==> src/rtl/extract_ctrl_mc.sv <==
// extract_ctrl_mc: leaf-side packet extractor. Decodes BFT packets by port and
// type into config, instruction-memory writes, start control, or one of
// NUM_IN_PORTS buffered stream channels. Outbound traffic passes straight through.
module extract_ctrl_mc #(
    parameter int PACKET_BITS     = 97,
    parameter int PAYLOAD_BITS    = 64,
    parameter int NUM_LEAF_BITS   = 6,
    parameter int NUM_PORT_BITS   = 4,
    parameter int NUM_IN_PORTS    = 7,
    parameter int FIFO_DEPTH      = 4,
    parameter int INSTR_ADDR_BITS = 10,
    parameter int PULSE_CYCLES    = 1
) (
    input  logic                                clk,
    input  logic                                reset,
    input  logic [PACKET_BITS-1:0]              din_leaf_bft2interface,
    output logic [PACKET_BITS-1:0]              dout_leaf_interface2bft,
    input  logic                                resend,
    output logic                                resend_out,
    input  logic [PACKET_BITS-1:0]              stream_in,
    output logic [NUM_IN_PORTS*PACKET_BITS-1:0] stream_out,
    output logic [NUM_IN_PORTS-1:0]             stream_valid,
    input  logic [NUM_IN_PORTS-1:0]             stream_ready,
    output logic [PACKET_BITS-1:0]              configure_out,
    output logic                                configure_valid,
    output logic                                instr_wr_en,
    output logic [INSTR_ADDR_BITS-1:0]          instr_addr,
    output logic [31:0]                         instr_packet,
    output logic                                ap_start_user,
    output logic                                ap_start_pulse_user,
    output logic [NUM_IN_PORTS-1:0]             overflow,
    output logic [15:0]                         drop_count
);

    localparam int PORT_MSB = PACKET_BITS - 2 - NUM_LEAF_BITS;
    localparam int PTR_BITS = $clog2(FIFO_DEPTH);
    localparam int CNT_BITS = $clog2(PULSE_CYCLES + 1);
    localparam logic [PTR_BITS:0]          FULL_CNT      = (PTR_BITS + 1)'(FIFO_DEPTH);
    localparam logic [NUM_PORT_BITS-1:0]   FIRST_CH_PORT = NUM_PORT_BITS'(2);
    localparam logic [NUM_PORT_BITS-1:0]   LAST_CH_PORT  = NUM_PORT_BITS'(NUM_IN_PORTS + 1);
    localparam logic [CNT_BITS-1:0]        PULSE_LOAD    = CNT_BITS'(PULSE_CYCLES);

    typedef enum logic [2:0] {
        DEC_NONE,
        DEC_CONFIG,
        DEC_INSTR,
        DEC_SET,
        DEC_CLEAR,
        DEC_STREAM,
        DEC_DISCARD
    } dec_e;

    logic                     pkt_vld;
    logic [NUM_PORT_BITS-1:0] pkt_port;
    logic [1:0]               pkt_type;
    dec_e                     dec;

    // Per-channel FIFO state
    logic [PACKET_BITS-1:0] mem_q    [NUM_IN_PORTS][FIFO_DEPTH];
    logic [PTR_BITS-1:0]    wr_ptr_q [NUM_IN_PORTS];
    logic [PTR_BITS-1:0]    rd_ptr_q [NUM_IN_PORTS];
    logic [PTR_BITS:0]      count_q  [NUM_IN_PORTS];
    logic [NUM_IN_PORTS-1:0] push, pop, full, wr_en, ovf_drop;

    // Control registers and their next states
    logic [PACKET_BITS-1:0]     cfg_q, cfg_d;
    logic                       cfg_vld_q, cfg_vld_d;
    logic                       instr_en_q, instr_en_d;
    logic [31:0]                instr_pkt_q, instr_pkt_d;
    logic [INSTR_ADDR_BITS-1:0] instr_addr_q, instr_addr_d;
    logic [INSTR_ADDR_BITS-1:0] ptr_q, ptr_d;
    logic                       start_q, start_d;
    logic [CNT_BITS-1:0]        pulse_cnt_q, pulse_cnt_d;
    logic                       pulse_q, pulse_d;
    logic [NUM_IN_PORTS-1:0]    overflow_q, overflow_d;
    logic [15:0]                drop_q, drop_d;
    logic                       drop_event;

    assign pkt_vld  = din_leaf_bft2interface[PACKET_BITS-1];
    assign pkt_port = din_leaf_bft2interface[PORT_MSB -: NUM_PORT_BITS];
    assign pkt_type = din_leaf_bft2interface[PAYLOAD_BITS+1:PAYLOAD_BITS];

    assign dout_leaf_interface2bft = stream_in;
    assign resend_out              = resend;

    // Classify the incoming packet by port and type field
    always_comb begin
        // NOTE: every combinational output gets a default first so no path leaves it unassigned (no latch).
        dec = DEC_NONE;
        if (pkt_vld) begin
            if (pkt_port == '0) begin
                case (pkt_type)
                    2'd0:    dec = DEC_CONFIG;
                    2'd1:    dec = DEC_INSTR;
                    2'd2:    dec = DEC_SET;
                    default: dec = DEC_CLEAR;
                endcase
            end else if (pkt_port >= FIRST_CH_PORT && pkt_port <= LAST_CH_PORT) begin
                dec = DEC_STREAM;
            end else if (pkt_type == 2'd0) begin
                dec = DEC_CONFIG;
            end else begin
                dec = DEC_DISCARD;
            end
        end
    end

    // Channel FIFO handshake: push/pop/drop decisions and head presentation
    always_comb begin
        push         = '0;
        pop          = '0;
        full         = '0;
        wr_en        = '0;
        ovf_drop     = '0;
        stream_valid = '0;
        stream_out   = '0;
        for (int k = 0; k < NUM_IN_PORTS; k++) begin
            push[k]         = (dec == DEC_STREAM) && (pkt_port == NUM_PORT_BITS'(k + 2));
            stream_valid[k] = (count_q[k] != '0);
            full[k]         = (count_q[k] == FULL_CNT);
            pop[k]          = stream_valid[k] & stream_ready[k];
            wr_en[k]        = push[k] & (~full[k] | pop[k]);
            ovf_drop[k]     = push[k] & full[k] & ~pop[k];
            if (stream_valid[k]) begin
                stream_out[k*PACKET_BITS +: PACKET_BITS] = mem_q[k][rd_ptr_q[k]];
            end
        end
    end

    // Channel FIFO pointers and occupancy
    always_ff @(posedge clk or negedge reset) begin
        // NOTE: sequential state uses non-blocking assignments so every flop samples pre-edge values.
        if (!reset) begin
            for (int k = 0; k < NUM_IN_PORTS; k++) begin
                wr_ptr_q[k] <= '0;
                rd_ptr_q[k] <= '0;
                count_q[k]  <= '0;
            end
        end else begin
            for (int k = 0; k < NUM_IN_PORTS; k++) begin
                if (wr_en[k]) wr_ptr_q[k] <= wr_ptr_q[k] + PTR_BITS'(1);
                if (pop[k])   rd_ptr_q[k] <= rd_ptr_q[k] + PTR_BITS'(1);
                if (wr_en[k] && !pop[k]) begin
                    count_q[k] <= count_q[k] + (PTR_BITS + 1)'(1);
                end else if (!wr_en[k] && pop[k]) begin
                    count_q[k] <= count_q[k] - (PTR_BITS + 1)'(1);
                end
            end
        end
    end

    // Channel FIFO storage
    always_ff @(posedge clk) begin
        // NOTE: storage is not reset; pointers and occupancy alone define emptiness.
        for (int k = 0; k < NUM_IN_PORTS; k++) begin
            if (wr_en[k]) mem_q[k][wr_ptr_q[k]] <= din_leaf_bft2interface;
        end
    end

    // Next state for config, instruction, start and accounting registers
    always_comb begin
        cfg_d        = '0;
        cfg_vld_d    = 1'b0;
        instr_en_d   = 1'b0;
        instr_pkt_d  = '0;
        instr_addr_d = instr_addr_q;
        ptr_d        = ptr_q;
        start_d      = start_q;
        pulse_cnt_d  = (pulse_cnt_q != '0) ? pulse_cnt_q - CNT_BITS'(1) : '0;
        case (dec)
            DEC_CONFIG: begin
                cfg_d     = din_leaf_bft2interface;
                cfg_vld_d = 1'b1;
            end
            DEC_INSTR: begin
                instr_en_d   = 1'b1;
                instr_pkt_d  = din_leaf_bft2interface[31:0];
                instr_addr_d = ptr_q;
                ptr_d        = ptr_q + INSTR_ADDR_BITS'(1);
            end
            DEC_SET: begin
                start_d     = 1'b1;
                pulse_cnt_d = PULSE_LOAD;
            end
            DEC_CLEAR: begin
                start_d     = 1'b0;
                ptr_d       = '0;
                pulse_cnt_d = '0;
            end
            default: ;
        endcase
        pulse_d    = (pulse_cnt_d != '0);
        overflow_d = overflow_q | ovf_drop;
        drop_event = (dec == DEC_DISCARD) || (|ovf_drop);
        drop_d     = (drop_event && drop_q != 16'hFFFF) ? drop_q + 16'd1 : drop_q;
    end

    // Control and accounting registers
    always_ff @(posedge clk or negedge reset) begin
        if (!reset) begin
            cfg_q        <= '0;
            cfg_vld_q    <= 1'b0;
            instr_en_q   <= 1'b0;
            instr_pkt_q  <= '0;
            instr_addr_q <= '0;
            ptr_q        <= '0;
            start_q      <= 1'b0;
            pulse_cnt_q  <= '0;
            pulse_q      <= 1'b0;
            overflow_q   <= '0;
            drop_q       <= '0;
        end else begin
            cfg_q        <= cfg_d;
            cfg_vld_q    <= cfg_vld_d;
            instr_en_q   <= instr_en_d;
            instr_pkt_q  <= instr_pkt_d;
            instr_addr_q <= instr_addr_d;
            ptr_q        <= ptr_d;
            start_q      <= start_d;
            pulse_cnt_q  <= pulse_cnt_d;
            pulse_q      <= pulse_d;
            overflow_q   <= overflow_d;
            drop_q       <= drop_d;
        end
    end

    assign configure_out       = cfg_q;
    assign configure_valid     = cfg_vld_q;
    assign instr_wr_en         = instr_en_q;
    assign instr_packet        = instr_pkt_q;
    assign instr_addr          = instr_addr_q;
    assign ap_start_user       = start_q;
    assign ap_start_pulse_user = pulse_q;
    assign overflow            = overflow_q;
    assign drop_count          = drop_q;

endmodule
==> config.mk <==
export PLATFORM = sky130hd
export DESIGN_NAME = extract_ctrl_mc
export DESIGN_NICKNAME = d
export VERILOG_FILES = /design/src/rtl/extract_ctrl_mc.sv
export SDC_FILE = /design/constraint.sdc
export NUM_CORES = 2
export LEC_CHECK = 0
export CORE_ASPECT_RATIO = 1.25
export CORE_MARGIN = 5
export CORE_UTILIZATION = 30
export DETAILED_ROUTE_END_ITERATION = 10
export GPL_TIMING_DRIVEN = 0
export HOLD_SLACK_MARGIN = 0.03
export PLACE_DENSITY = 0.54
export SLEW_MARGIN = 10
export SYNTH_ARGS = -nofsm -noshare
export SYNTH_HDL_FRONTEND = slang
export SYNTH_SLANG_ARGS = --single-unit
==> constraint.sdc <==
create_clock -name clk -period 4.15 [get_ports clk]
set_clock_uncertainty 0.2 [all_clocks]
set_input_delay 1.245 -clock clk [delete_from_list [all_inputs] [get_ports clk]]
set_output_delay 1.245 -clock clk [all_outputs]
set_load 0.005 [all_outputs]
Word level (Yosys, flattened, before mapping)
Memories as Yosys holds them, arrays and structs flattened.
Cells that the tools add are included.

word-level totals
  register bits after elaboration = 225
  latch bits = 0
  memory bits (writable) = 2716
  bits in read-only memories = 0
  input bits = 204
  output and inout bits = 950
  logic and storage cells = 344
  memories = 1

cells by class
  add/subtract/negate cells = 31
  multiply operators = 0
  divide/modulo/power cells = 0
  order comparisons = 23
  equal/unequal tests = 23
  shifts and indexed selects = 0
  mux-type cells = 101
  bitwise gates (word level) = 64
  reductions and logical operators = 70

memory list
  memory  depth  bits a word  read ports  clocked after memory_dff  write ports  line  text
  mem_q   7      388          7           0                         1            59    logic [PACKET_BITS-1:0] mem_q [NUM_IN_PORTS][FIFO_DEPTH];

operator list
  cell                                                                    number
  388-bit 2-to-1 mux                                                      19
  97-bit 2-to-1 mux                                                       29
  388-bit OR reduction                                                    6
  97-bit binary-select mux with 2-bit select                              7
  97-bit demux with 2-bit select                                          7
  3-bit 2-to-1 mux                                                        24
  3-bit >= comparator (second input constant)                             14
  2-bit NOT with 3-bit output                                             14
  32-bit 2-to-1 mux                                                       1
  3-bit equality test (second input constant)                             10
  1-bit logical AND                                                       30
  2-bit by 1-bit adder with 2-bit output (second input constant)          14
  1-bit bitwise AND                                                       28
  3-bit by 1-bit adder with 3-bit output (second input constant)          7
  3-bit by 1-bit < comparator with 1-bit output (second input constant)   7
  3-bit nonzero test                                                      7
  3-bit by 1-bit subtractor with 3-bit output (second input constant)     7
  10-bit case mux with 2 select lines                                     1
  2-bit nonzero test                                                      9
  16-bit by 1-bit adder with 16-bit output (second input constant)        1
  4-bit by 3-bit equality test with 1-bit output (second input constant)  4
  16-bit inequality test (second input constant)                          1
  1-bit logical NOT                                                       14
  1-bit NOT                                                               14
  19 further kinds                                                        37

Longest topological paths before layout
  depth in word-level cells = 17
  depth in mapped cells = 14

Worst setup path before layout
Ideal clock, no wire load.

  path type = input to register
  from = input port din_leaf_bft2interface[88]
  to = memory mem_q[0][0] (netlist name), enable pin
  library setup time = 0.467 ns
  arrival time = 5.107 ns
  data required time = 3.483 ns
  slack = -1.624 ns
  stages on the path = 8
  path buffers = 1
  path through = buf_6 -> o21a_1 -> o21ai_1 -> a21o_2 -> nand2_1 -> or4_4 -> nor4_4 -> and2_1

between the ends
  elaborated cells between the ends (all ways) = 61
  those cells by class = order compare (2); eq/ne (8); mux (29); bitwise (7); reduce/logical (15)

RTL lines
  item                                                                                   line  text
  start: declaration                                                                     16    input logic [PACKET_BITS-1:0] din_leaf_bft2interface,
  4-bit by 2-bit >= comparator with 1-bit output or 4-bit <= comparator (tied branches)  98    end else if (pkt_port >= FIRST_CH_PORT && pkt_port <= LAST_CH_PORT) begin
  1-bit logical AND                                                                      98
  3-bit 2-to-1 mux                                                                       98
  3-bit 2-to-1 mux                                                                       91    if (pkt_port == '0) begin
  3-bit 2-to-1 mux                                                                       90    if (pkt_vld) begin
  3-bit equality test                                                                    118   push[k] = (dec == DEC_STREAM) && (pkt_port == NUM_PORT_BITS'(k + 2));
  1-bit logical AND (*)                                                                  118
  1-bit bitwise AND (*)                                                                  122   wr_en[k] = push[k] & (~full[k] | pop[k]);
  via wr_en[0]                                                                           63    logic [NUM_IN_PORTS-1:0] push, pop, full, wr_en, ovf_drop;
  1-bit 2-to-1 mux (*)                                                                   156   if (wr_en[k]) mem_q[k][wr_ptr_q[k]] <= din_leaf_bft2interface;
  388-bit 2-to-1 mux (not written as such) (*)                                           156
  388-bit 2-to-1 mux (no source line) (*) (6 in series)                                  -
  end: declaration                                                                       59

Mark *: on every way through the listed nets, which the timed path passes. The rest lies on a longest branch.

Worst setup path after layout
  from = register rd_ptr_q[12] (netlist name)
  to = output port stream_out[22]

between the ends
  cells in the longest elaborated chain, start to end = 5

ends and longest elaborated chain
  item                                                   line  text
  start: declaration                                     61    logic [PTR_BITS-1:0] rd_ptr_q [NUM_IN_PORTS];
  start signal: indexed assignment                       142   if (pop[k]) rd_ptr_q[k] <= rd_ptr_q[k] + PTR_BITS'(1);
  2-bit NOT with 3-bit output (not written as such)      125   stream_out[k*PACKET_BITS +: PACKET_BITS] = mem_q[k][rd_ptr_q[k]];
  97-bit binary-select mux with 2-bit select             125
  97-bit 2-to-1 mux (not written as such) (2 in series)  125
  97-bit 2-to-1 mux                                      124   if (stream_valid[k]) begin
  end: declaration                                       21    output logic [NUM_IN_PORTS*PACKET_BITS-1:0] stream_out,

Every way passes these cells. The select of a mux whose other input is x is not followed.

==> impl_metrics.tcl <==
set metrics [dict create \
    dpl.hpwl_um 276000 \
    design_area_sq_um 149000 \
    path_class "reg -> out" \
    die_w_um 556 \
    syn_to_final_growth_pct 32.8 \
    synth_edf_count 2716 \
    r2r_setup_slack_ns 0.81 \
    min_to "overflow[5]$_DFF_PN0_" \
    crit_top_cell "clkbuf_16" \
    worstMarginPinSlew_ns 1.29 \
    fin_util_pct 40.0 \
    synthTopCellsByCount "2716 x edfxtp_1, 835 x and2_1, 680 x mux4_2" \
    cp_top_family "buffers and inverters" \
    synthFlopType "edfxtp_1" \
    gr-total-overflow 0 \
    cts_max_path_buffers 4 \
    grt_pass1_vias 60400 \
    ir_worst_vdd_v 0.000372 \
    cts_tree "yes" \
    drive_gt1_share_pct 36.7 \
    hold_start "overflow[5]$_DFF_PN0_" \
    io_pins 1154 \
    fmax_mhz 222 \
    cts_made_buffers 315 \
    status "complete, but fails checks" \
    track_usage_pct 19.8 \
    drtIter0Drc 5184 \
    hold_slack_ns 0.279 \
    port_buffers 1055 \
    maxCapViolations 0 \
    setup_tns_ns -105.88 \
    fin_nets 7241 \
    worst_r2r_startpoint "count_q[4]$_DFFE_PN0P_" \
    avgRoutedWirePerCell_um 32.7 \
    yosysTopAreaCell "edfxtp_1" \
    viasPerCell 4.83 \
    drtPass1Iterations 5 \
    multi_input_area_sq_um 23800 \
    setup_viol 531 \
    detail-route-antenna-nets 0 \
    grt_max_degree 76 \
    drv_slew 0 \
    coreArea_sq_um 371000 \
    violations "setup timing" \
    nFillCells 33200 \
    relSlewSlack_pct 13.6 \
    p_per_area_nw_per_um2 703 \
    async_flop_share_pct 7.65 \
    switching_share_pct 31.4 \
    cp_num_buf_inv 4 \
    clkTransAtPathRegs_ns 0.06 \
    crit_required_ns 2.70 \
    max_stage_delay_ns 0.55 \
    synth-warning-count 0 \
    ys_ff_latch 2941 \
    finalHoldViolCount 0 \
    fin_crit_sh_pct 109 \
    clock-sinks 2941 \
    grt_pass1_wl_um 522000 \
    cts.htree.levels 5 \
    hold_class "reg -> reg" \
    syn_area_sq_um 112000 \
    syn_area_per_cell_sq_um 21.7 \
    power_leakage_nw 52.4 \
    r2r_end "drop_count[11]$_DFFE_PN0P_" \
    synth.most_common_cell "edfxtp_1" \
    dp_cells 11200 \
    intPower_mw 71.7 \
    total_power_mw 105 \
    syn_nets 5401 \
    cp_slowest_cell "clkdlybuf4s50_1" \
    synthDistinctLibCells 52 \
    worst_slack_ns -0.353 \
    dieArea_sq_um 385000 \
    clockRootBuffer "clkbuf_16" \
    ys_seq_area_share_pct 77.9 \
    synth_cells 5150 \
    register_area_sq_um 87200 \
    drcViolationCount 0 \
    clkLatencyLatePin_ns 0.90 \
    period_needed_ns 4.50 \
    comb_power_share_pct 40.7 \
    gp_congestion 0.777 \
    vias 58800 \
    hold_depth 1 \
    worst_ep_arrival_time_ns 3.06 \
    rsz0062_at_grt "true" \
    dpl_cell_area_sq_um 131000 \
    synth_top_area_share_pct 72.9 \
    startpoint_type "register" \
    die_h_um 693 \
    seq_power_share_pct 32.0 \
    instances_no_fill 12200 \
    crit_path_end_kind "output port" \
    fp-row-count 250 \
    critPathMaxFanout 6 \
    clkPwrFrac_pct 27.3 \
    start_util_pct 30.1 \
    postRouteWirelength_um 398000 \
    p_switching_mw 32.8 \
    place_ws_ns -1.92 \
    path_cells "clkbuf_16 -> clkbuf_16 -> clkbuf_16 -> mux4_2 -> and2_1 -> clkdlybuf4s50_1" \
    synth_area_leaders "edfxtp_1 73%, mux4_2 14%, dfrtp_1 5.0%" \
    antenna_found_initial 65 \
    reg2reg_depth 8 \
]
-- cell usage in the layout (no fill, tap or decap), drive strengths merged, types with 46 or more instances in the layout --
cell type         n
and2            841
clkinv          131
mux4            680
buf             911
dlygate4sd2      64
nand2            62
clkdlybuf4s50   464
inv              46
dlymetal6s2s    138
clkbuf          642
dfrtp           225
edfxtp         2716
-- sequential cells by signal (all words and copies together) (netlist names) --
name                 count
count_q                 21
overflow                 7
instr_packet            32
configure_out           97
ap_start_pulse_user      1
configure_valid          1
instr_addr              10
ap_start_user            1
drop_count              16
instr_wr_en              1
mem_q                 2716
rd_ptr_q                14
wr_ptr_q                14
ptr_q                   10
-- kinds of logic after synthesis --
| group | count (synthesis) | share of synthesized area, % |
|---|---|---|
| AND/OR/NAND/NOR | 988 | 5.38 |
| XOR/XNOR | 56 | 0.438 |
| multiplexers | 691 | 13.8 |
| flip-flops | 2941 | 77.9 |
| buffers and inverters | 381 | 1.62 |
| AO/OA/AOI/OAI | 46 | 0.262 |
| adder cells (fa/ha/maj) | 47 | 0.573 |
-- per-layer routing --
metal | up-vias | global-route usage [%] | routed length, um
met5 | - | 0 | 51
met4 | 8 | 5.96 | 14600
met3 | 445 | 4.32 | 27700
met2 | 2189 | 35.7 | 208000
met1 | 32000 | 23.5 | 148000
li1 | 24200 | - | -
-- cell type report --
type	instances	area share (%)
Antenna cell	26	0.0438
Buffer	343	2.68
Clock buffer	389	5.64
Clock inverter	187	1.38
Inverter	28	0.0707
Multi-Input combinational cell	1835	16.0
Sequential cell	2941	58.7
Tap cell	4914	4.14
Timing Repair Buffer	1526	11.4
-- worst reg2reg max path: stages, from the launching register on --
cell and delay, ns:
dfrtp_1 0.38, buf_4 0.15, nor4b_1 1.00, mux4_2 0.44, nand2_1 0.10, a21oi_2 0.34
buf_2 0.29, nand4_1 0.14, xnor2_1 0.16
-- power by group through the flow --
stage,clock network (mW),logic [mW],registers [mW]
4_1_cts,29.2,41.0,33.4
2_1_floorplan,0,13.9,33.9
5_1_grt,30.4,44.6,33.5
6_report,28.5,42.6,33.4
3_5_place_dp,0,35.7,34.0
3_3_place_gp,0,35.2,34.0
-- how the worst max path moves through the flow --
stage                                from                     endpoint  slack (ns)  cells past startpoint
2_1_floorplan  din_leaf_bft2interface[88]        mem_q[0][0]$_DFFE_PP_       -0.09                      8
3_3_place_gp                        reset  configure_out[69]$_DFF_PN0_      -10.05                      1
3_5_place_dp   din_leaf_bft2interface[96]  configure_out[75]$_DFF_PN0_       -1.92                      6
4_1_cts           rd_ptr_q[8]$_DFFE_PN0P_              stream_out[244]       -0.55                      6
5_1_grt           rd_ptr_q[4]$_DFFE_PN0P_              stream_out[477]       -0.42                      8
6_report         rd_ptr_q[12]$_DFFE_PN0P_               stream_out[22]       -0.35                      6
-- what timing repair did --
| action | in CTS | in global routing |
|---|---|---|
| buffers inserted | 186 | 178 |
| endpoints found under the setup margin | 2900 | 3328 |
| endpoints found under the hold margin | 30 | 0 |
| pin swaps | 27 | 34 |
| hold buffers | 1 | 0 |
| gates resized for setup | 1998 | 895 |
| gates cloned | 23 | 23 |
(Power assumes the default switching activity.)
